File: config.mk
export PLATFORM = sky130hd
export DESIGN_NAME = decoder_flat
export DESIGN_NICKNAME = d
export VERILOG_FILES = /design/src/rtl/decoder_pkg.sv /design/src/rtl/decoder_if.sv /design/src/rtl/decoder_hold_timer.sv /design/src/rtl/decoder.sv /design/src/flat_wrapper.sv
export SDC_FILE = /design/constraint.sdc
export NUM_CORES = 1
export LEC_CHECK = 0
export CAP_MARGIN = 20
export CORE_AREA = 8 8 45 47
export CTS_CLUSTER_DIAMETER = 200
export CTS_CLUSTER_SIZE = 30
export DETAILED_ROUTE_END_ITERATION = 10
export DIE_AREA = 0 0 53 55
export HOLD_SLACK_MARGIN = 0.1
export PLACE_DENSITY = 0.47
export SLEW_MARGIN = 20
export SYNTH_ARGS = -nofsm -noshare
export SYNTH_HDL_FRONTEND = slang
export SYNTH_SLANG_ARGS = --single-unit
export TNS_END_PERCENT = 100
File: constraint.sdc
create_clock -name clk -period 1.2 [get_ports clk]
set_clock_uncertainty 0.1 [all_clocks]
set_input_delay 0.12 -clock clk [delete_from_list [all_inputs] [get_ports clk]]
set_output_delay 0.12 -clock clk [all_outputs]
set_load 0.05 [all_outputs]
File: src/rtl/decoder_pkg.sv
// Shared types and constants for the 2-to-4 decoder link.
package decoder_pkg;

  typedef enum logic {
    ST_IDLE,
    ST_HOLD
  } state_t;

  localparam logic [1:0] CODE_A = 2'b11;
  localparam logic [1:0] CODE_B = 2'b10;
  localparam logic [1:0] CODE_C = 2'b01;
  localparam logic [1:0] CODE_D = 2'b00;

  localparam int unsigned MAX_HOLD = 255;

  // One-hot result ordered {a, b, c, d}.
  function automatic logic [3:0] decode_code(input logic [1:0] code);
    logic [3:0] lines;
    lines = '0;
    case (code)
      CODE_A:  lines = 4'b1000;
      CODE_B:  lines = 4'b0100;
      CODE_C:  lines = 4'b0010;
      default: lines = 4'b0001;
    endcase
    return lines;
  endfunction

endpackage

File: src/rtl/decoder_if.sv
// Encoded-code input and one-hot output bundle; p/err exist only with DECODER_PARITY_EN.
interface decoder_if;
  logic in_valid;
  logic in_ready;
  logic x;
  logic y;
  logic a;
  logic b;
  logic c;
  logic d;
  logic out_valid;
`ifdef DECODER_PARITY_EN
  logic p;
  logic err;

  modport master (
    output in_valid, x, y, p,
    input  in_ready, a, b, c, d, out_valid, err
  );

  modport slave (
    input  in_valid, x, y, p,
    output in_ready, a, b, c, d, out_valid, err
  );
`else
  modport master (
    output in_valid, x, y,
    input  in_ready, a, b, c, d, out_valid
  );

  modport slave (
    input  in_valid, x, y,
    output in_ready, a, b, c, d, out_valid
  );
`endif
endinterface

File: src/rtl/decoder_hold_timer.sv
// Down-counter timing one strobe: load sets HOLD_CYCLES-1, en decrements, last flags zero.
module hold_timer #(
  parameter int unsigned HOLD_CYCLES = 4
) (
  input  logic clk,
  input  logic rst,
  input  logic load,
  input  logic en,
  output logic last
);

  localparam int unsigned CNT_W = (HOLD_CYCLES > 1) ? $clog2(HOLD_CYCLES) : 1;
  localparam logic [CNT_W-1:0] RELOAD = CNT_W'(HOLD_CYCLES - 1);

  logic [CNT_W-1:0] cnt;

  always_ff @(posedge clk) begin
    if (rst) begin
      cnt <= '0;
    end else if (load) begin
      cnt <= RELOAD;
    end else if (en && (cnt != '0)) begin
      cnt <= cnt - 1'b1;
    end
  end

  assign last = (cnt == '0);

endmodule

File: src/rtl/decoder.sv
// Sequential 2-to-4 decoder emitting a timed one-hot strobe per accepted code.
// Optional even-parity check enabled by DECODER_PARITY_EN.
module decoder
  import decoder_pkg::*;
#(
  parameter int unsigned HOLD_CYCLES = 4
) (
  input  logic       clk,
  input  logic       rst,
  decoder_if.slave   bus
);

  state_t     state, state_nx;
  logic [3:0] lines, lines_nx;
  logic       last;
  logic       accept;
  logic       load;

  assign bus.in_ready = !rst && ((state == ST_IDLE) || last);
  assign accept       = bus.in_valid && bus.in_ready;

`ifdef DECODER_PARITY_EN
  logic perr;
  logic err_q;

  // A parity-failing code completes the handshake but is treated as no code at all.
  assign perr    = accept && (bus.p != (bus.x ^ bus.y));
  assign load    = accept && !perr;
  assign bus.err = err_q;

  always_ff @(posedge clk) begin
    if (rst) err_q <= 1'b0;
    else     err_q <= perr;
  end
`else
  assign load = accept;
`endif

  always_comb begin
    state_nx = state;
    lines_nx = lines;
    case (state)
      ST_IDLE: begin
        if (load) begin
          state_nx = ST_HOLD;
          lines_nx = decode_code({bus.x, bus.y});
        end
      end
      ST_HOLD: begin
        if (last) begin
          if (load) begin
            lines_nx = decode_code({bus.x, bus.y});
          end else begin
            state_nx = ST_IDLE;
            lines_nx = '0;
          end
        end
      end
      default: begin
        state_nx = ST_IDLE;
        lines_nx = '0;
      end
    endcase
  end

  always_ff @(posedge clk) begin
    if (rst) begin
      state <= ST_IDLE;
      lines <= '0;
    end else begin
      state <= state_nx;
      lines <= lines_nx;
    end
  end

  hold_timer #(
    .HOLD_CYCLES(HOLD_CYCLES)
  ) u_timer (
    .clk (clk),
    .rst (rst),
    .load(load),
    .en  (state == ST_HOLD),
    .last(last)
  );

  assign {bus.a, bus.b, bus.c, bus.d} = lines;
  assign bus.out_valid                = |lines;

endmodule

File: src/flat_wrapper.sv
// flat-port wrapper written by rule: the top's interface ports become plain ports
module decoder_flat import decoder_pkg::*;
#(
  parameter int unsigned HOLD_CYCLES = 4
)
  (clk, rst, bus_in_valid, bus_x, bus_y, bus_in_ready, bus_a, bus_b, bus_c, bus_d, bus_out_valid);
  decoder_if bus_i ();
  input  logic clk;
  input  logic rst;
  input wire logic [$bits(bus_i.in_valid)-1:0] bus_in_valid;
  input wire logic [$bits(bus_i.x)-1:0] bus_x;
  input wire logic [$bits(bus_i.y)-1:0] bus_y;
  output wire logic [$bits(bus_i.in_ready)-1:0] bus_in_ready;
  output wire logic [$bits(bus_i.a)-1:0] bus_a;
  output wire logic [$bits(bus_i.b)-1:0] bus_b;
  output wire logic [$bits(bus_i.c)-1:0] bus_c;
  output wire logic [$bits(bus_i.d)-1:0] bus_d;
  output wire logic [$bits(bus_i.out_valid)-1:0] bus_out_valid;
  assign bus_i.in_valid = bus_in_valid;
  assign bus_i.x = bus_x;
  assign bus_i.y = bus_y;
  assign bus_in_ready = bus_i.in_ready;
  assign bus_a = bus_i.a;
  assign bus_b = bus_i.b;
  assign bus_c = bus_i.c;
  assign bus_d = bus_i.d;
  assign bus_out_valid = bus_i.out_valid;
  decoder #(.HOLD_CYCLES(HOLD_CYCLES)) u_core (.clk(clk), .rst(rst), .bus(bus_i));
endmodule
==> impl_metrics.env, run 1 <==
export IMPL_report_final_slew_viol_count=0
export IMPL_numCtsBuffers=3
export IMPL_worstPathArrival_ps=1260
export IMPL_synth_nets=35
export IMPL_die_w_um=53
export IMPL_hold_viol_final=0
export IMPL_grt_max_degree=7
export IMPL_dp_cells=64
export IMPL_pwr_share_seq_pct=36.3
export IMPL_cts_sinks=7
export IMPL_yosysTopAreaCellShare_pct=45.3
export IMPL_relSlewSlack_pct=85.1
export IMPL_hp_start="u_core.u_timer.cnt[0]$_SDFFE_PP0P_"
export IMPL_yosysWarnings=0
export IMPL_hold_depth=2
export IMPL_power_density_nw_per_um2=1090
export IMPL_worst_path_max_delay_cell="or4_4"
export IMPL_rsz0062_at_grt="yes"
export IMPL_combPwrFrac_pct=34.9
export IMPL_ant_nets=0
export IMPL_die_area_um2=2920
export IMPL_reg2reg_from="u_core.u_timer.cnt[0]$_SDFFE_PP0P_"
export IMPL_r2r_slack_ps=-90
export IMPL_max_freq_mhz=678
export IMPL_synthTopCellsByArea="dfxtp_1, a32o_1, nor3b_4"
export IMPL_clock_latency_ps=240
export IMPL_finalCritPeriodShare_pct=123
export IMPL_period_minus_slack_ps=1480
export IMPL_netlist_area_um2=309
export IMPL_dp_hpwl_um=675
export IMPL_num_vias=311
export IMPL_ir_worst_vdd_mv=0.511
export IMPL_holdPathEnd="u_core.u_timer.cnt[0]$_SDFFE_PP0P_"
export IMPL_grt_usage_pct=6.40
export IMPL_cap_violations=0
export IMPL_initial_core_util_pct=22.3
export IMPL_syn_inst=29
export IMPL_setup_viol=7
export IMPL_grt_pass1_vias=332
export IMPL_setup_ws_ps=-275
export IMPL_p_total_uw=709
export IMPL_cts_clk_slew_worst_paths_ps=50
export IMPL_mostFrequentLayoutCell="buf_4"
export IMPL_p_sw_share_pct=28.3
export IMPL_rr_worst_depth=6
export IMPL_chipHeight_um=55
export IMPL_cts_tree="built"
export IMPL_fin_nets=61
export IMPL_min_path_type="reg2reg"
export IMPL_cts_root_buf="clkbuf_4"
export IMPL_synth_avg_cell_area_um2=10.7
export IMPL_antenna_cells=0
export IMPL_p_clk_share_pct=28.8
export IMPL_critPathCaptureType="output port"
export IMPL_cts_max_level=1
export IMPL_pin_count=11
export IMPL_io_buffers=10
export IMPL_path_cells="or4_4 > buf_8"
export IMPL_setup_tns_ps=-855
export IMPL_first_iter_violations=2
export IMPL_status="complete, but fails checks"
export IMPL_p_sw_uw=201
export IMPL_route_final_wire_length_um=829
export IMPL_start_kind="register"
export IMPL_routedWlPerCell_um=11.8
export IMPL_drc_errors=0
export IMPL_syn2layout_area_growth_pct=110
export IMPL_yosys_area_top_type="dfxtp_1"
export IMPL_slowest_delay_ps=530
export IMPL_grt_pass1_wl_um=1360
export IMPL_yosysSeqAreaShare_pct=45.3
export IMPL_drt_first_pass_iters=3
export IMPL_rr_endpoint="u_core.lines[1]$_SDFFE_PP0P_"
export IMPL_drive_gt1_share_pct=66.7
export IMPL_yosys_cell_types_count=12
export IMPL_coreArea_um2=1380
export IMPL_gp_congestion=0.629
export IMPL_grt_overflow=0
export IMPL_tightestPinTransition_ps=221
export IMPL_antenna_found_initial=0
export IMPL_p_leak_nw=0.272
export IMPL_final_cell_mix="buf_4, buf_12, a32o_1, clkdlybuf4s50_1, dfxtp_2"
export IMPL_critPathKind="reg2out"
export IMPL_required_ps=980
export IMPL_path_max_fanout=2
export IMPL_clockBufferDepth=2
export IMPL_failed_checks="setup timing"
export IMPL_via_per_inst=4.44
export IMPL_ys_seq_elements=7
export IMPL_intPower_uw=508
export IMPL_stdcell_count=70
export IMPL_num_rows=14
==> critical path: cells and delay by family (launching register included) <==
| family | cells | cell delay (ps) |
|---|---|---|
| buf+inv | 1 | 170 |
| simple gates | 1 | 530 |
| flops | 1 | 320 |
==> state kept, by name, summed over array words and instances, names as in the netlist <==
register and cells:
u_core.lines 4, u_core.state 1, u_core.u_timer.cnt 2
==> area by class of cell <==
cell class | instances | area (µm²)
flip-flops and latches | 7 | 149
multi-input cells | 17 | 183
repair buffers | 22 | 256
clock buffers | 4 | 26.3
inverters | 4 | 15.0
fillers | 137 | 734
well taps | 16 | 20.0
==> power by group through the flow <==
| stage | clock network, mW | registers (mW) | logic, mW |
|---|---|---|---|
| after floorplan | 0 | 0.281 | 0.101 |
| after global placement | 0 | 0.261 | 0.214 |
| after detailed placement | 0 | 0.262 | 0.219 |
| after CTS | 0.218 | 0.257 | 0.241 |
| after global routing | 0.230 | 0.259 | 0.264 |
| final | 0.204 | 0.257 | 0.247 |
==> kinds of logic after synthesis <==
kind of cell	Yosys count	share of synthesized area (%)
DFF	7	45.3
adders and majority gates	1	4.05
and+or+nand+nor	9	21.1
AOI/OAI and AO/OA	7	21.1
buffers and inverters	5	8.50
==> synth_stat cells <==
cell type  instances
inv_1              4
or4_1              1
nor2_1             4
a211oi_1           2
nor2b_4            1
nor3_1             2
o21ba_1            1
dfxtp_1            7
a32o_1             4
ha_1               1
buf_6              1
nor3b_4            1
==> worst max path at each step <==
stage,endpoint,startpoint,depth (start not counted)
after global placement,u_core.lines[3]$_SDFFE_PP0P_,bus_in_valid,4
after detailed placement,u_core.lines[1]$_SDFFE_PP0P_,bus_in_valid,4
after global routing,bus_out_valid,u_core.lines[3]$_SDFFE_PP0P_,2
final,bus_out_valid,u_core.lines[3]$_SDFFE_PP0P_,2
after floorplan,bus_out_valid,u_core.lines[1]$_SDFFE_PP0P_,1
after CTS,bus_out_valid,u_core.lines[3]$_SDFFE_PP0P_,2
==> what timing repair did <==
action / in CTS / in global routing
hold buffers: 0 / 0
pin swaps: 5 / 3
setup buffers: 1 / 1
endpoints found under the setup margin: 8 / 8
resized for setup: 5 / 2
==> per-stage QoR <==
stage | setup slack, ps | hold WS (ps) | util, % | instance area [µm²]
floorplan | -69.0 | 85.3 | - | 348
global placement | -135 | 419 | 41.9 | 579
detailed placement | -153 | 417 | 41.9 | 579
CTS | -290 | 422 | 45.8 | 634
global route | -304 | 444 | 46.9 | 649
finish | -275 | 429 | 46.9 | 649
==> metal layers <==
| layer | global-route usage, % | part of all wire [%] | up-vias |
|---|---|---|---|
| met5 | 0 | 0 | - |
| met4 | 5.17 | 0 | 0 |
| met3 | 2.14 | 5.2 | 0 |
| met2 | 10.5 | 59 | 3 |
| met1 | 6.56 | 36 | 148 |
| li1 | - | - | 160 |
(Power assumes the default switching activity.)
==> inputs of run 2 (changes only) <==
--- a/config.mk
+++ b/config.mk
@@ -8,7 +8,7 @@
 export CAP_MARGIN = 20
 export CORE_AREA = 8 8 45 47
 export CTS_CLUSTER_DIAMETER = 200
-export CTS_CLUSTER_SIZE = 30
+export CTS_CLUSTER_SIZE = 24
 export DETAILED_ROUTE_END_ITERATION = 10
 export DIE_AREA = 0 0 53 55
 export HOLD_SLACK_MARGIN = 0.1
@@ -17,4 +17,4 @@
 export SYNTH_ARGS = -nofsm -noshare
 export SYNTH_HDL_FRONTEND = slang
 export SYNTH_SLANG_ARGS = --single-unit
-export TNS_END_PERCENT = 100
+export TNS_END_PERCENT = 50
==> run 2 against run 1 <==
The flow still finishes with violations (setup timing). Design area is 1.2% lower. Sequential power hardly changed. Critical path type unchanged. Non-clock buffer count is 1 lower. Global-route usage is 0.50 points lower. Critical path depth stayed put. Power is 0.95% lower. Routed wire length is 6.0% lower. Combinational power is 2% lower. Utilization is 0.54 points lower. Worst setup slack better by 3.0 ps. Flip-flop and latch count stayed put.
==> impl_metrics.env, run 2 (synthesis gave the netlist of run 1 again) <==
export IMPL_grt_pass1_vias=319
export IMPL_grt_max_degree=7
export IMPL_p_clk_share_pct=28.8
export IMPL_via_per_inst=4.36
export IMPL_largest_reg_flops=4
export IMPL_required_ps=980
export IMPL_utilization_pct=46.4
export IMPL_reg2reg_from="u_core.u_timer.cnt[1]$_SDFFE_PP0P_"
export IMPL_relSlewSlack_pct=83.3
export IMPL_report_final_slew_viol_count=0
export IMPL_pin_count=11
export IMPL_power_density_nw_per_um2=1090
export IMPL_die_w_um=53
export IMPL_period_minus_slack_ps=1470
export IMPL_chipHeight_um=55
export IMPL_max_freq_mhz=679
export IMPL_die_area_um2=2920
export IMPL_drc_errors=0
export IMPL_r2r_slack_ps=-100
export IMPL_finalCritPeriodShare_pct=123
export IMPL_first_iter_violations=3
export IMPL_num_vias=301
export IMPL_mostFrequentLayoutCell="buf_4"
export IMPL_dp_slack_ps=-133
export IMPL_antenna_found_initial=0
export IMPL_rsz0062_at_grt="yes"
export IMPL_cts_clk_slew_worst_paths_ps=50
export IMPL_worstSetupStartpoint="u_core.lines[3]$_SDFFE_PP0P_"
export IMPL_num_fill_cells=126
export IMPL_top_register="u_core.lines"
export IMPL_grt_usage_pct=5.90
export IMPL_p_sw_uw=197
export IMPL_p_leak_nw=0.267
export IMPL_combPwrFrac_pct=34.6
export IMPL_tightestPinTransition_ps=248
export IMPL_routedWlPerCell_um=11.3
export IMPL_fin_nets=60
export IMPL_intPower_uw=505
export IMPL_numCtsBuffers=3
export IMPL_reg_largest_list="u_core.lines: 4 flops, u_core.u_timer.cnt: 2 flops, u_core.state: 1 flops"
export IMPL_critPathKind="reg2out"
export IMPL_syn2layout_area_growth_pct=108
export IMPL_final_cell_mix="buf_4, buf_12, a32o_1, clkdlybuf4s50_1, dfxtp_2"
export IMPL_start_kind="register"
export IMPL_gp_congestion=0.618
export IMPL_setup_ws_ps=-272
export IMPL_setup_viol=6
export IMPL_rr_worst_depth=6
export IMPL_drive_gt1_share_pct=66.0
export IMPL_endpoint="bus_out_valid"
export IMPL_io_buffers=10
export IMPL_ant_nets=0
export IMPL_num_rows=14
export IMPL_cap_violations=0
export IMPL_coreArea_um2=1380
export IMPL_multiInputGateArea_um2=183
export IMPL_failed_checks="setup timing"
export IMPL_path_max_fanout=2
export IMPL_route_final_wire_length_um=779
export IMPL_cts_sinks=7
export IMPL_critPathCaptureType="output port"
export IMPL_cts_max_level=1
export IMPL_clockBufferDepth=2
export IMPL_antenna_cells=0
export IMPL_status="complete, but fails checks"
export IMPL_min_path_type="reg2reg"
export IMPL_grt_pass1_wl_um=1280
export IMPL_pwr_share_seq_pct=36.6
export IMPL_initial_core_util_pct=22.3
export IMPL_cts_root_buf="clkbuf_4"
export IMPL_drt_first_pass_iters=3
export IMPL_ir_worst_vdd_mv=0.519
export IMPL_hp_start="u_core.u_timer.cnt[0]$_SDFFE_PP0P_"
export IMPL_rr_endpoint="u_core.lines[3]$_SDFFE_PP0P_"
export IMPL_worstPathArrival_ps=1250
export IMPL_cts_tree="built"
export IMPL_hold_viol_final=0
export IMPL_grt_overflow=0
export IMPL_dp_hpwl_um=647
export IMPL_clock_latency_ps=240
export IMPL_regArea_um2=149
export IMPL_p_sw_share_pct=28.1
## run 2: cell types whose count changed in the layout (fill, tap and decap cells not counted), sizes merged
cell and delta:
buf -1
## run 2: metal layers
metal	part of all wire, %	track usage [%]	wire [µm]
met1	36	6.24	277
met3	4.9	2.67	38
met2	59	9.96	463
met5	0	0	0
met4	0	2.59	0
## run 2: power by group through the flow
stage	Sequential [mW]	Clock, mW	Combinational [mW]
after detailed placement	0.262	0	0.218
after CTS	0.257	0.212	0.242
final	0.257	0.202	0.243
after global routing	0.259	0.229	0.260
after floorplan	0.281	0	0.101
after global placement	0.261	0	0.214
## run 2: how the worst min path moves through the flow
stage,cells after the start,to
final,2,u_core.u_timer.cnt[0]$_SDFFE_PP0P_
after global routing,2,u_core.u_timer.cnt[0]$_SDFFE_PP0P_
after CTS,2,u_core.u_timer.cnt[0]$_SDFFE_PP0P_
after global placement,2,u_core.u_timer.cnt[0]$_SDFFE_PP0P_
after detailed placement,2,u_core.u_timer.cnt[0]$_SDFFE_PP0P_
after floorplan,1,u_core.u_timer.cnt[0]$_SDFFE_PP0P_
## run 2: final cells by class
class | instances | share of cell area [%]
inverter | 4 | 2.34
sequential | 7 | 23.2
tap | 16 | 3.12
clock buffer | 4 | 4.09
timing repair buffer | 21 | 38.8
multi-input combinational | 17 | 28.5
## run 2: critical path, stage by stage (launching register included)
cell and delay, ps:
dfxtp_2 320, or4_4 530, buf_8 170
## run 2: stage by stage
step | power (mW) | hold WS [ps] | cells | setup TNS [ps] | cell area (µm²)
finish | 0.702 | 421 | 69 | -835 | 642
global route | 0.748 | 440 | 69 | -1190 | 642
CTS | 0.711 | 425 | 69 | -835 | 634
detailed placement | 0.480 | 418 | 64 | -662 | 579
global placement | 0.475 | 415 | 64 | -630 | 579
floorplan | 0.382 | 85.3 | 29 | -255 | 348
## run 2: repair_timing
item,in CTS,in global routing
gates resized for setup,5,2
buffers inserted,1,0
endpoints found under the setup margin,8,8
hold buffers,0,0
pin swaps,6,3
gates cloned,0,0
